`src/rtl/jimmy_pkg.sv`:
```
// Shared encodings for the dual-core jimmy build: arbiter and core FSM states
// (both one-hot) and the core count.
package jimmy_pkg;

  localparam int NUM_CORES = 2;

  typedef enum logic [2:0] {
    IDLE   = 3'b001,
    ISSUE  = 3'b010,
    RETURN = 3'b100
  } arb_state_e;

  typedef enum logic [2:0] {
    FETCH      = 3'b001,
    EXECUTE    = 3'b010,
    WRITE_BACK = 3'b100
  } core_state_e;

endpackage

```
`src/rtl/jimmy_rr_pick.sv`:
```
// Combinational 2-way round-robin picker: on a tie the core not granted last wins.
module jimmy_rr_pick
  import jimmy_pkg::*;
(
  input  logic [NUM_CORES-1:0] eligible,
  input  logic                 last,
  output logic                 valid,
  output logic                 sel
);

  assign valid = |eligible;
  assign sel   = (&eligible) ? ~last : eligible[1];

endmodule

```
`src/rtl/jimmy_imem_arbiter.sv`:
```
// Round-robin arbiter sharing one synchronous-read program ROM between two jimmy
// cores, with per-core saturating fetch-wait counters for profiling.
module jimmy_imem_arbiter
  import jimmy_pkg::*;
#(
  parameter int CNT_W = 16
) (
  input  logic                 jimmy_clk,
  input  logic                 reset,
  input  logic [NUM_CORES-1:0] req,
  input  logic [7:0]           addr_0,
  input  logic [7:0]           addr_1,
  input  logic                 clr_stats,
  output logic                 rom_en,
  output logic [7:0]           rom_addr,
  input  logic [7:0]           rom_data,
  output logic [7:0]           data_0,
  output logic [7:0]           data_1,
  output logic [NUM_CORES-1:0] grant,
  output logic                 busy,
  output logic [CNT_W-1:0]     wait_0,
  output logic [CNT_W-1:0]     wait_1
);

  arb_state_e           state_q;
  logic                 owner_q;
  logic                 last_q;
  logic                 rom_en_q;
  logic [7:0]           rom_addr_q;
  logic [7:0]           data_0_q;
  logic [7:0]           data_1_q;
  logic [NUM_CORES-1:0] grant_q;
  logic                 busy_q;
  logic [CNT_W-1:0]     wait_0_q, wait_0_d;
  logic [CNT_W-1:0]     wait_1_q, wait_1_d;

  logic [NUM_CORES-1:0] eligible_s;
  logic                 valid_s;
  logic                 sel_s;

  function automatic logic [CNT_W-1:0] sat_inc(input logic [CNT_W-1:0] v);
    return (&v) ? v : v + CNT_W'(1);
  endfunction

  // A core being granted this cycle still shows its old req/address, so mask it.
  assign eligible_s = req & ~grant_q;

  jimmy_rr_pick u_pick (
    .eligible (eligible_s),
    .last     (last_q),
    .valid    (valid_s),
    .sel      (sel_s)
  );

  always_ff @(posedge jimmy_clk or negedge reset) begin
    if (!reset) begin
      state_q    <= IDLE;
      owner_q    <= 1'b0;
      last_q     <= 1'b1;
      rom_en_q   <= 1'b0;
      rom_addr_q <= 8'h00;
      data_0_q   <= 8'h00;
      data_1_q   <= 8'h00;
      grant_q    <= 2'b00;
      busy_q     <= 1'b0;
    end else begin
      case (state_q)
        IDLE: begin
          grant_q <= 2'b00;
          if (valid_s) begin
            owner_q    <= sel_s;
            rom_addr_q <= sel_s ? addr_1 : addr_0;
            rom_en_q   <= 1'b1;
            busy_q     <= 1'b1;
            state_q    <= ISSUE;
          end
        end
        ISSUE: begin
          rom_en_q <= 1'b0;
          state_q  <= RETURN;
        end
        RETURN: begin
          if (owner_q) begin
            data_1_q <= rom_data;
            grant_q  <= 2'b10;
          end else begin
            data_0_q <= rom_data;
            grant_q  <= 2'b01;
          end
          last_q  <= owner_q;
          busy_q  <= 1'b0;
          state_q <= IDLE;
        end
        default: begin
          rom_en_q <= 1'b0;
          grant_q  <= 2'b00;
          busy_q   <= 1'b0;
          state_q  <= IDLE;
        end
      endcase
    end
  end

  // Clear beats increment; a core waits whenever it requests without a grant.
  always_comb begin
    wait_0_d = wait_0_q;
    wait_1_d = wait_1_q;
    if (clr_stats) begin
      wait_0_d = '0;
      wait_1_d = '0;
    end else begin
      if (req[0] && !grant_q[0]) wait_0_d = sat_inc(wait_0_q);
      if (req[1] && !grant_q[1]) wait_1_d = sat_inc(wait_1_q);
    end
  end

  always_ff @(posedge jimmy_clk or negedge reset) begin
    if (!reset) begin
      wait_0_q <= '0;
      wait_1_q <= '0;
    end else begin
      wait_0_q <= wait_0_d;
      wait_1_q <= wait_1_d;
    end
  end

  assign rom_en   = rom_en_q;
  assign rom_addr = rom_addr_q;
  assign data_0   = data_0_q;
  assign data_1   = data_1_q;
  assign grant    = grant_q;
  assign busy     = busy_q;
  assign wait_0   = wait_0_q;
  assign wait_1   = wait_1_q;

endmodule

```
`config.mk`:
```
export PLATFORM = sky130hd
export DESIGN_NAME = jimmy_imem_arbiter
export DESIGN_NICKNAME = d
export VERILOG_FILES = /design/src/rtl/jimmy_pkg.sv /design/src/rtl/jimmy_rr_pick.sv /design/src/rtl/jimmy_imem_arbiter.sv
export SDC_FILE = /design/constraint.sdc
export NUM_CORES = 1
export LEC_CHECK = 0
export BUFFER_PORTS_ARGS = -buffer_cell sky130_fd_sc_hd__buf_4
export CORE_UTILIZATION = 47
export CTS_CLUSTER_DIAMETER = 100
export DETAILED_ROUTE_END_ITERATION = 8
export HOLD_SLACK_MARGIN = 0.05
export PLACE_DENSITY = 0.78
export SETUP_SLACK_MARGIN = 0.4
export SLEW_MARGIN = 20
export SYNTH_ARGS = -nofsm -noshare
export SYNTH_HDL_FRONTEND = slang
export SYNTH_SLANG_ARGS = --single-unit
```
`constraint.sdc`:
```
create_clock -name jimmy_clk -period 2 [get_ports jimmy_clk]
set_input_delay 0.4 -clock jimmy_clk [delete_from_list [all_inputs] [get_ports jimmy_clk]]
set_output_delay 0.4 -clock jimmy_clk [all_outputs]
set_load 0.05 [all_outputs]
```
==> qor.csv <==
metric,value,unit
Final TNS setup,0,ns
htree depth,3,
Cell variety after synth,47,
Worst Setup Start Kind,register,
Hold WC Path Type,in -> reg,
Power Dens Cells,1070,nW/um^2
CTS Buf Count,9,
fin crit period,1.82,ns
Crit path required time,2.20,ns
Mapped Cells,294,
chip height,83.9,um
# fillers,437,
global-route wire length before repair,13800,um
max frequency,550,MHz
CP arrival,2.02,ns
number of global-route vias before repair,2835,
DRT iter0 DRCs,210,
Wirelength per Cell,16.5,um
ys async rst share,100,%
Root Buffer,clkbuf_8,
Synth Area per Inst,10.7,um^2
"Top FF cell, synth",dfrtp_1,
Worst-path clk slew,0.07,ns
Starting Density,49.1,%
gr ovfl total,0,
row count,29,
#FFs+latches synth,65,
Rel. slew slack,64.0,%
clk_lat worst skew,0.34,ns
final wirelength,8500,um
core area,6420,um^2
Worst Min Path Start,rom_data[5],
post-synthesis sequential area ratio,51.7,%
failing checks,design-rule violations,
maximum root-to-sink buffer count,2,
status,finished with violations,
RSZ-0062 raised after global routing,yes,
worst ir drop on vdd,0.000911,V
PortBufs,88,
max-cap violation count,0,
syn nets,325,
Final Cell Area,4780,um^2
WS Path Type,reg -> reg,
Yosys warnings,0,
Die Area,7040,um^2
Fin. Hold Viols,0,
CP endpoint kind,register,
Die Span X,83.9,um
Post-synth EDFFs,0,
CTS tree,done,
DP Area,4020,um^2
hold depth,2,
largest net degree at the start of global routing,39,
Antenna Nets Post-Route,0,
Final #Nets,465,
most frequent cells in the layout,"buf_4 (132), dfrtp_2 (32), dfrtp_1 (31)",
final setup violation count,0,
GRT Resource Usage Total,24.4,%
vias,2964,
Final Cycle Share,91.0,%
post-route DRC violation count,12,
Clock Skews,0.00849,ns
Leak,2.16,nW
routability cong.,0.815,
1st-pass router iterations,7,
I/O pin cnt,89,
clock sinks,65,
fin. max-slew vios,0,
P&R area growth vs syn,51.9,%
Via density,5.74,
"commonest non-fill, non-tap cell in the layout",buf_4,
ratio of cells with drive above 1 in the final layout,56.5,%
Worst Path Max Fanout,6,
Crit. Startpoint,wait_0[5],
DP Wirelength,5130,um
worst r2r src,wait_0[5],
Worst-Margin Slew,0.536,ns
mapped cell area,3150,um^2
ANT cells,0,
worst r2r path cells,6,
antenna violations before repair,0,
worst paths after layout:
| check | endpoint | slack, ns |
|---|---|---|
| max in group asynchronous | state_q[0] | 0.90 |
| worst min-delay path | data_1[5] | 0.30 |
| worst max-delay path | wait_0[9] | 0.18 |
| min in group asynchronous | wait_1[13] | 0.52 |
| worst min register to register | rom_addr[3] | 0.48 |
| worst max register to register | wait_0[9] | 0.18 |
kinds of logic after synthesis:
logic type	Yosys count	synth area share (%)
mux	30	10.3
fa+ha+maj	2	0.794
flops	65	51.7
buf+inv	23	3.42
xor+xnor	4	1.11
simple gates	103	19.1
compound gates	67	13.5
critical path: stages (launching register included):
cell and delay (ns):
dfrtp_2 0.41, nand4_1 0.16, buf_4 0.18, nor4_4 0.53
buf_6 0.20, or4_1 0.12, a21oi_1 0.08
metal layers:
layer | vias up | GRT usage [%] | part of all wire, %
met5 | - | 0 | 0
met4 | 0 | 7.05 | 1.1
met3 | 9 | 6.03 | 6.6
met2 | 122 | 40.2 | 50
met1 | 1443 | 31.9 | 43
li1 | 1390 | - | -
registers in the layout, summed over array words and instances, names as in the netlist, 2 cells and up:
signal,flops
data_0,8
grant,2
wait_0,16
state_q,3
rom_addr,8
data_1,8
wait_1,16
layout make-up:
| cell class | instances | area (um^2) | share of cell area [%] |
|---|---|---|---|
| Clock inverter | 3 | 65.1 | 1.36 |
| Multi-Input combinational cell | 209 | 1690 | 35.3 |
| Inverter | 10 | 37.5 | 0.785 |
| Tap cell | 77 | 96.3 | 2.01 |
| Timing Repair Buffer | 139 | 1080 | 22.5 |
| Sequential cell | 65 | 1670 | 34.9 |
| Clock buffer | 13 | 149 | 3.11 |
stage by stage:
step                      power (mW)  setup slack, ns  instances  util [%]  hold WS [ns]
after floorplan                 3.21           0.0171        294         -         0.104
after global placement          3.81            0.139        455      62.6         0.352
after detailed placement        3.85           0.0884        455      62.6         0.346
after CTS                       5.11            0.230        498      70.2         0.293
after global routing            5.37           0.0973        516      74.5         0.277
final                           5.10            0.180        516      74.5         0.297
cell usage after synthesis (all sizes together), types with 2 or more instances:
| cell | instances | area (um^2) |
|---|---|---|
| nor2 | 16 | 60.1 |
| nor2b | 5 | 31.3 |
| dfrtp | 63 | 1580 |
| o21ai | 18 | 90.1 |
| buf | 5 | 40.0 |
| o41ai | 3 | 26.3 |
| mux2 | 20 | 225 |
| nand4 | 8 | 50.1 |
| o21a | 2 | 15.0 |
| o311ai | 2 | 17.5 |
| nand3b | 2 | 15.0 |
| or3 | 9 | 63.8 |
| xor2 | 3 | 26.3 |
| mux2i | 10 | 100 |
| dfstp | 2 | 52.6 |
| ha | 2 | 25.0 |
| a211oi | 2 | 15.0 |
| a21o | 4 | 31.3 |
| a2111oi | 2 | 17.5 |
| and4 | 2 | 17.5 |
| and3 | 4 | 25.0 |
| o31ai | 11 | 82.6 |
| nand3 | 12 | 60.1 |
| a21oi | 19 | 95.1 |
| nand2b | 2 | 20.0 |
| nor3 | 2 | 10.0 |
| nand2 | 21 | 78.8 |
| clkbuf | 8 | 30.0 |
| inv | 10 | 37.5 |
| or4 | 15 | 116 |
power breakdown:
group          internal, mW  leakage, nW  switching [mW]
combinational         0.679         1.24            1.35
sequential             1.63        0.808           0.199
clock                 0.737        0.108           0.506
total                  3.05         2.16            2.05
what timing repair did:
item,in CTS,in global routing
gates resized for setup,10,34
endpoints found under the hold margin,27,0
endpoints found under the setup margin,29,34
setup buffers,23,16
cloned,3,2
pin swaps,25,24
hold buffers,1,0
(Power assumes the default switching activity.)
